## src/rtl/breakout_sound_scheduler.sv

```systemverilog
// ---------------------------------------------------------------------------
// breakout_sound_scheduler
// Latches one-cycle game sound-effect requests and plays the highest-priority
// pending effect on a single pin as a fixed-pitch square tone of fixed length.
// A silent gap follows every effect. The whole block runs in the CLK_40M domain.
//
// Ports
//   CLK_40M     in   system clock, rising edge
//   RESET       in   asynchronous, active-high; aborts any effect, drops requests
//   EV_WALL     in   one-cycle request, source 0 (lowest priority)
//   EV_PADDLE   in   one-cycle request, source 1
//   EV_BRICK    in   one-cycle request, source 2
//   EV_LOSE     in   one-cycle request, source 3 (highest priority)
//   MUTE        in   forces AUDIO_OUT low; sequencing is unaffected
//   AUDIO_OUT   out  registered square-wave output
//   BUSY        out  registered, high while playing or in the gap
//   ACTIVE_SRC  out  registered source being played, 0 outside of PLAY
// ---------------------------------------------------------------------------
module breakout_sound_scheduler #(
    parameter int unsigned TICK_DIV    = 40000,   // clocks per duration tick
    parameter int unsigned GAP_TICKS   = 20,      // silent ticks after an effect
    parameter int unsigned HALF_WALL   = 80000,   // tone half-periods in clocks
    parameter int unsigned HALF_PADDLE = 40000,
    parameter int unsigned HALF_BRICK  = 20000,
    parameter int unsigned HALF_LOSE   = 100000,
    parameter int unsigned DUR_WALL    = 30,      // effect lengths in ticks
    parameter int unsigned DUR_PADDLE  = 40,
    parameter int unsigned DUR_BRICK   = 50,
    parameter int unsigned DUR_LOSE    = 250
) (
    input  logic       CLK_40M,
    input  logic       RESET,
    input  logic       EV_WALL,
    input  logic       EV_PADDLE,
    input  logic       EV_BRICK,
    input  logic       EV_LOSE,
    input  logic       MUTE,
    output logic       AUDIO_OUT,
    output logic       BUSY,
    output logic [1:0] ACTIVE_SRC
);

    localparam int unsigned TICK_W = 16;
    localparam int unsigned HALF_W = 17;
    localparam int unsigned DUR_W  = 8;
    localparam int unsigned SRC_W  = 2;
    localparam int unsigned NSRC   = 4;

    typedef enum logic [1:0] {
        ST_IDLE = 2'd0,
        ST_PLAY = 2'd1,
        ST_GAP  = 2'd2
    } state_t;

    // Registered state
    state_t              state;
    logic [NSRC-1:0]     pending;
    logic [HALF_W-1:0]   half_cnt;
    logic [TICK_W-1:0]   presc_cnt;
    logic [DUR_W-1:0]    tick_cnt;     // effect duration in PLAY, gap length in GAP
    logic                tone_phase;

    // Next-state values
    state_t              state_nxt;
    logic [NSRC-1:0]     pending_nxt;
    logic [HALF_W-1:0]   half_nxt;
    logic [TICK_W-1:0]   presc_nxt;
    logic [DUR_W-1:0]    tick_nxt;
    logic                phase_nxt;
    logic                audio_nxt;
    logic                busy_nxt;
    logic [SRC_W-1:0]    src_nxt;
    logic [NSRC-1:0]     grant_mask;
    logic [SRC_W-1:0]    grant_src;

    // Fixed priority: LOSE > BRICK > PADDLE > WALL
    function automatic logic [SRC_W-1:0] top_src(input logic [NSRC-1:0] p);
        logic [SRC_W-1:0] s;
        if (p[3])      s = SRC_W'(3);
        else if (p[2]) s = SRC_W'(2);
        else if (p[1]) s = SRC_W'(1);
        else           s = SRC_W'(0);
        return s;
    endfunction

    // Tone half-period per source
    function automatic logic [HALF_W-1:0] half_of(input logic [SRC_W-1:0] s);
        logic [HALF_W-1:0] h;
        case (s)
            2'd0:    h = HALF_W'(HALF_WALL);
            2'd1:    h = HALF_W'(HALF_PADDLE);
            2'd2:    h = HALF_W'(HALF_BRICK);
            default: h = HALF_W'(HALF_LOSE);
        endcase
        return h;
    endfunction

    // Effect duration in ticks per source
    function automatic logic [DUR_W-1:0] dur_of(input logic [SRC_W-1:0] s);
        logic [DUR_W-1:0] d;
        case (s)
            2'd0:    d = DUR_W'(DUR_WALL);
            2'd1:    d = DUR_W'(DUR_PADDLE);
            2'd2:    d = DUR_W'(DUR_BRICK);
            default: d = DUR_W'(DUR_LOSE);
        endcase
        return d;
    endfunction

    // Next-state, counter and output logic
    always_comb begin
        state_nxt  = state;
        half_nxt   = half_cnt;
        presc_nxt  = presc_cnt;
        tick_nxt   = tick_cnt;
        phase_nxt  = tone_phase;
        src_nxt    = ACTIVE_SRC;
        grant_mask = '0;
        grant_src  = top_src(pending);

        case (state)
            ST_IDLE: begin
                if (|pending) begin
                    grant_mask = NSRC'(1) << grant_src;
                    state_nxt  = ST_PLAY;
                    src_nxt    = grant_src;
                    phase_nxt  = 1'b1;
                    half_nxt   = half_of(grant_src);
                    presc_nxt  = TICK_W'(TICK_DIV);
                    tick_nxt   = dur_of(grant_src);
                end
            end

            ST_PLAY: begin
                // Tone generator: toggle and reload when the half-period expires
                if (half_cnt == HALF_W'(1)) begin
                    phase_nxt = ~tone_phase;
                    half_nxt  = half_of(ACTIVE_SRC);
                end else begin
                    half_nxt  = half_cnt - HALF_W'(1);
                end
                // Duration: one tick per prescaler expiry; last tick ends the effect
                if (presc_cnt == TICK_W'(1)) begin
                    presc_nxt = TICK_W'(TICK_DIV);
                    if (tick_cnt == DUR_W'(1)) begin
                        state_nxt = ST_GAP;
                        phase_nxt = 1'b0;
                        src_nxt   = '0;
                        tick_nxt  = DUR_W'(GAP_TICKS);
                    end else begin
                        tick_nxt  = tick_cnt - DUR_W'(1);
                    end
                end else begin
                    presc_nxt = presc_cnt - TICK_W'(1);
                end
            end

            ST_GAP: begin
                phase_nxt = 1'b0;
                if (presc_cnt == TICK_W'(1)) begin
                    presc_nxt = TICK_W'(TICK_DIV);
                    if (tick_cnt == DUR_W'(1)) begin
                        state_nxt = ST_IDLE;
                    end else begin
                        tick_nxt  = tick_cnt - DUR_W'(1);
                    end
                end else begin
                    presc_nxt = presc_cnt - TICK_W'(1);
                end
            end

            default: begin
                state_nxt = ST_IDLE;
                phase_nxt = 1'b0;
                src_nxt   = '0;
            end
        endcase

        // A new request on the grant edge wins over the clear, so it replays later
        pending_nxt = (pending & ~grant_mask) | {EV_LOSE, EV_BRICK, EV_PADDLE, EV_WALL};
        busy_nxt    = (state_nxt != ST_IDLE);
        audio_nxt   = phase_nxt & ~MUTE;
    end

    // State and output registers
    always_ff @(posedge CLK_40M or posedge RESET) begin
        if (RESET) begin
            state      <= ST_IDLE;
            pending    <= '0;
            half_cnt   <= '0;
            presc_cnt  <= '0;
            tick_cnt   <= '0;
            tone_phase <= 1'b0;
            AUDIO_OUT  <= 1'b0;
            BUSY       <= 1'b0;
            ACTIVE_SRC <= '0;
        end else begin
            state      <= state_nxt;
            pending    <= pending_nxt;
            half_cnt   <= half_nxt;
            presc_cnt  <= presc_nxt;
            tick_cnt   <= tick_nxt;
            tone_phase <= phase_nxt;
            AUDIO_OUT  <= audio_nxt;
            BUSY       <= busy_nxt;
            ACTIVE_SRC <= src_nxt;
        end
    end

endmodule

```

## config.mk

```make
export PLATFORM = sky130hd
export DESIGN_NAME = breakout_sound_scheduler
export DESIGN_NICKNAME = d
export VERILOG_FILES = /design/src/rtl/breakout_sound_scheduler.sv
export SDC_FILE = /design/constraint.sdc
export NUM_CORES = 1
export LEC_CHECK = 0
export BUFFER_PORTS_ARGS = -buffer_cell sky130_fd_sc_hd__buf_2
export CORE_ASPECT_RATIO = 0.7
export CORE_MARGIN = 2
export CORE_UTILIZATION = 60
export CTS_CLUSTER_SIZE = 12
export DETAILED_ROUTE_END_ITERATION = 7
export PLACE_DENSITY_LB_ADDON = 0.15
export SLEW_MARGIN = 20
export SYNTH_ARGS = -nofsm -noshare
export SYNTH_HDL_FRONTEND = slang
export SYNTH_SLANG_ARGS = --single-unit
```

## constraint.sdc

```tcl
create_clock -name CLK_40M -period 3.6 [get_ports CLK_40M]
set_clock_uncertainty 0.15 [all_clocks]
set_input_delay 0.18 -clock CLK_40M [delete_from_list [all_inputs] [get_ports CLK_40M]]
set_output_delay 0.18 -clock CLK_40M [all_outputs]
set_load 0.05 [all_outputs]
```

# Yosys cells after proc, flatten, opt, wreduce, memory -nomap -nowiden
# Cells that the tools add are included.
word_totals:
  inputBits: 7
  register_bits: 52
  out_inout_bits: 4
classes:
  muxes: 35
  addsub: 3
  n_reduce_logical: 13
  n_shift: 1
  eq_ne: 14
  bitwise: 7
ops:
  columns: ["op", "n"]
  rows:
  - ["$pmux W17 S3", 2]
  - ["$pmux W8 S3", 2]
  - ["$mux W8", 5]
  - ["$mux W17", 2]
  - ["$pmux W17 S2", 1]
  - ["$mux W16", 2]
  - ["$pmux W16 S2", 1]
  - ["$mux W2", 10]
  - ["$eq A17 B1 Y1 const B", 1]
  - ["$sub A17 B1 Y17 const B", 1]
  - ["$eq A16 B1 Y1 const B", 1]
  - ["$sub A16 B1 Y16 const B", 1]
  - ["$pmux W2 S3", 2]
  - ["$ne A2 B2 Y1 const B", 5]
  - ["$eq A8 B1 Y1 const B", 1]
  - ["$mux W4", 2]
  - ["$sub A8 B1 Y8 const B", 1]
  - ["$eq A2 B1 Y1 const B", 3]
  - ["$eq A2 B2 Y1 const B", 3]
  - ["$logic_not A2 Y1", 3]
  - ["$reduce_bool A2 Y1", 3]
  - ["$mux W1", 5]
  - ["$reduce_and A5 Y1", 1]
  - ["$and A4 B4 Y4", 1]
  - ["11 further kinds", 14]

# Depth between registers and ports, before layout
depth:
  depth_word: 9
  ltp_mapped: 9

# Worst setup path before layout
# OpenSTA, ideal clock, no wires.
synth_timing:
  path_kind: "reg2reg"
  startpoint: "reg tick_cnt[1]"
  endpoint: "reg BUSY"
  slack_ps: 1041
  path_buffers: 0
  required_ps: 3368
  path_stages_with_launch: 8
  t_arrival_ps: 2327
  setup_ps: 82
  period_less_slack_ps: 2559
  cell_sequence: "dfrtp_1 -> inv_1 -> ha_1 -> or4b_4 -> or4_4 -> or3_4 -> mux2_4 -> a31oi_1"
synth_via:
  elab_chain_cells: 5
  word_cells_on_any_way: 7
  cone_classes: "eq/ne: 1; mux: 5; reduce/logical: 1"
synth_rtl:
  columns: ["element", "line_no", "text"]
  rows:
  - ["start: declaration", "60", "logic [DUR_W-1:0] tick_cnt;"]
  - ["start signal: assignment", "202", "tick_cnt <= tick_nxt;"]
  - ["$eq A8 B1 Y1 (*)", "145, 162", null]
  - ["$mux W2 (on tied branches)", "162, 145", null]
  - ["$mux W2 (on tied branches)", "160, 143", null]
  - ["$pmux W2 S3 (*)", "121", "case (state)"]
  - ["$reduce_bool A2 Y1 (*)", "181", "busy_nxt = (state_nxt != ST_IDLE);"]
  - ["named net busy_nxt", "71", "logic busy_nxt;"]
  - ["end signal: assignment", "205", "BUSY <= busy_nxt;"]
  - ["end: declaration", "39", "output logic BUSY,"]
# Mark *: on every way through the listed nets, which the timed path passes. The rest lies on a longest branch.
# A chain may end at the register's enable or synchronous reset.

# Final worst setup path
layout_timing:
  startpoint: "reg half_cnt[10]"
  endpoint: "reg half_cnt[7]"
layout_via:
  elab_chain_cells: 3
layout_rtl:
  columns: ["element", "line_no", "text"]
  rows:
  - ["start: declaration", "58", "logic [HALF_W-1:0] half_cnt;"]
  - ["start signal: assignment", "200", "half_cnt <= half_nxt;"]
  - ["$eq A17 B1 Y1", "136", "if (half_cnt == HALF_W'(1)) begin"]
  - ["$mux W17", "136", null]
  - ["$pmux W17 S2", "121", null]
# Every way passes these cells.

==> summary.md <==
| Metric | Value |
|---|---|
| Wl on met1 | 3960 um |
| Largest net degree at the start of global routing | 53 |
| EDFF count, synth | 0 |
| Drt initial violations | 258 |
| Worst-case reg-to-reg path depth | 5 |
| Crit path top cell by count | nor4_1 |
| Leakage | 1.54 nW |
| Maximum clock rate | 0.361 GHz |
| CP max-delay cell | and4_1 |
| CTS sink cnt | 52 |
| Distinct cells, synth | 54 |
| Placeable Area | 5310 sq um |
| Critical path class | reg -> reg |
| Cts bufs inserted | 5 |
| Vert. Die Dim | 66.5 um |
| Setup violators final | 0 |
| GP Congestion | 0.957 |
| Pwr/cell area | 807 nW/um^2 |
| DRC Markers | 0 |
| Antenna Diode Count | 0 |
| Largest cells by area after synthesis | dfrtp_1 (39%), ha_1 (8.6%), o21ai_0 (3.9%) |
| Post-synth ARST share | 100% |
| Via density | 6.27 |
| Worst-path clk slew | 100 ps |
| Total gr overflow | 0 |
| Root Driver | clkbuf_8 |
| Vias in the first global route | 2,648 |
| Setup TNS | 0 ps |
| Yosys reg bits | 52 |
| Post-route ant nets | 0 |
| GRT Overall Usage | 27.7% |
| Clk Latency, worst-skew pair | 320 ps |
| Hold endpoint | pending[0]$_DFF_PP0_ |
| First-pass GRT wire length | 13,200 um |
| Initial antenna violation count | 0 |
| CP endpoint kind | flop |
| Unrepaired setup endpoints after global routing | no |
| Max-capacitance violation count | 0 |
| Mean area per synthesized cell | 8.94 sq um |
| Dominant cell type by area after synthesis | dfrtp_1 |
| CP startpoint kind | flop |
| Peak VDD IR | 0.411 mV |
| CTS tree | done |
| Final net count | 421 |
| Max FO, Critical Path | 17 |
| Wirelength per Cell | 16.8 um |
| R2R Path End | half_cnt[7]$_DFFE_PP0P_ |
| Max Used Layer | met4 |
| Clk buf depth | 2 |
| Yosys warning count | 0 |
| Length of routed met3 wiring | 577 um |
| Final Critical Period | 2770 ps |
| Worst endpoint required time | 3670 ps |
| Hold-fix buffers, CTS | 5 |
| Max Transition Viols Final | 0 |
| Worst-margin pin slew | 892 ps |
| Pre-antenna DRT Iters | 5 |
| Mapped Cells | 375 |
| CP delay by family, top | simple AND/OR/NAND/NOR gates |
| Hold Startpoint | pending[0]$_DFF_PP0_ |
| HPWL Detailed | 5490 um |
| Reg-to-Reg Start | half_cnt[10]$_DFFE_PP0P_ |
| Sequential fraction of the synthesis area | 38.8% |
| WP data arrival | 2850 ps |
| Status | finished clean |
| Tightest Hold Check Type | reg -> reg |
| Cell Area, Synth | 3350 sq um |
| Hold path cells | 1 |
| Buf/Inv on CP | 0 |
| Rows | 22 |
| Final hold vios | 0 |
| Rel. slew slack | 40.5% |
| Post-Route WL | 7820 um |
| Area of the die | 6210 sq um |
| Commonest non-fill, non-tap cell in the layout | dfrtp_1 |
| IO buf count | 10 |
| Top cell type's share of synthesized area | 38.8% |
| Layout cell share with drive strength beyond 1 | 9.18% |
| I/O pins | 11 |
| Final core utilization | 68.2% |
| Final Cycle Share | 77.0% |
| P&R area growth vs syn | 8.14% |
| Top_reg_cell synth | dfrtp_1 |
| Post-synth net total | 405 |
| Htree depth | 2 |
| Routed wl met2 | 3210 um |
| Most frequent cells in the layout | dfrtp_1 (52), nor2_1 (33), nand2_1 (29) |
| Die width | 93.3 um |
| Setup slack, reg-to-reg | 830 ps |
| Critical Path, Cell by Cell | nor4_1 -> and4_1 -> a211oi_1 -> and3_1 -> nor4_1 |
| Starting density of the core | 63.1% |
| Resize count post-CTS | 0 |
| Via Count | 2,910 |
| CP peak stage delay | 720 ps |
| Setup bufs post-CTS | 0 |
==> power breakdown <==
group / switching (W) / leakage (nW) / internal (W)
Combinational: 0.000898 / 0.876 / 0.000622
Clock: 0.000209 / 0.0479 / 0.000136
Sequential: 0.000258 / 0.614 / 0.000800
Total: 0.00136 / 1.54 / 0.00156
==> layer usage <==
layer | track usage [%] | vias to the layer above
met4 | 8.27 | 0
li1 | - | 1413
met1 | 43.7 | 1376
met3 | 6.11 | 6
met2 | 37.1 | 115
met5 | 0 | -
==> layout make-up <==
type	instances	area, sq um
Fill cell	434	1690
Tap cell	72	90.1
Clock buffer	5	68.8
Sequential cell	52	1300
Clock inverter	3	18.8
Multi-Input combinational cell	292	1920
Inverter	17	65.1
Timing Repair Buffer	23	163
==> cell families (layout without fill, tap and decap cells) <==
kind of cell    after synthesis  in the layout  synth area share [%]
flops                        52             52                  38.8
mux                           5              5                  1.79
simple gates                152            152                  23.9
fa+ha+maj                    23             23                  8.59
compound gates               95             95                  18.5
xor+xnor                     17             17                  4.44
buf+inv                      31             48                  3.96
==> flip-flops by register name (all words and copies together) (netlist names), 2 cells and up <==
signal,flops
tick_cnt,8
pending,4
ACTIVE_SRC,2
state,2
half_cnt,17
presc_cnt,16
==> how the worst max path moves through the flow <==
stage	start	end	slack (ps)	cells after the start
global route	half_cnt[6]$_DFFE_PP0P_	half_cnt[7]$_DFFE_PP0P_	620	5
global placement	tick_cnt[1]$_DFFE_PP0P_	BUSY$_DFF_PP0_	980	7
CTS	state[0]$_DFF_PP0_	tick_cnt[1]$_DFFE_PP0P_	890	7
floorplan	tick_cnt[1]$_DFFE_PP0P_	BUSY$_DFF_PP0_	1040	7
detailed placement	state[0]$_DFF_PP0_	tick_cnt[1]$_DFFE_PP0P_	910	7
finish	half_cnt[10]$_DFFE_PP0P_	half_cnt[7]$_DFFE_PP0P_	830	5
==> synthesized netlist by cell type, drive strengths merged (4+ instances only) <==
| cell type | number |
|---|---|
| nor4 | 14 |
| xor2 | 13 |
| o31ai | 4 |
| a21o | 9 |
| mux2 | 5 |
| a22o | 7 |
| clkbuf | 11 |
| a21oi | 19 |
| nor2b | 5 |
| inv | 16 |
| and3 | 5 |
| o21ai | 26 |
| nand3 | 14 |
| ha | 23 |
| nor3 | 20 |
| dfrtp | 52 |
| or4 | 6 |
| xnor2 | 4 |
| o211ai | 4 |
| nand4 | 5 |
| o22ai | 5 |
| nor2 | 33 |
| nand2 | 29 |
==> through the flow <==
| step | power [W] | instances | worst slack (ps) | hold WS (ps) | instance area (sq um) |
|---|---|---|---|---|---|
| after floorplan | 0.00217 | 375 | 1040 | 95.6 | 3350 |
| after global placement | 0.00252 | 450 | 984 | 185 | 3470 |
| after detailed placement | 0.00254 | 450 | 909 | 182 | 3470 |
| after CTS | 0.00290 | 463 | 889 | 23.0 | 3610 |
| after global routing | 0.00318 | 464 | 620 | 399 | 3620 |
| final | 0.00292 | 464 | 827 | 388 | 3620 |
Power figures use the tool's default switching activity.
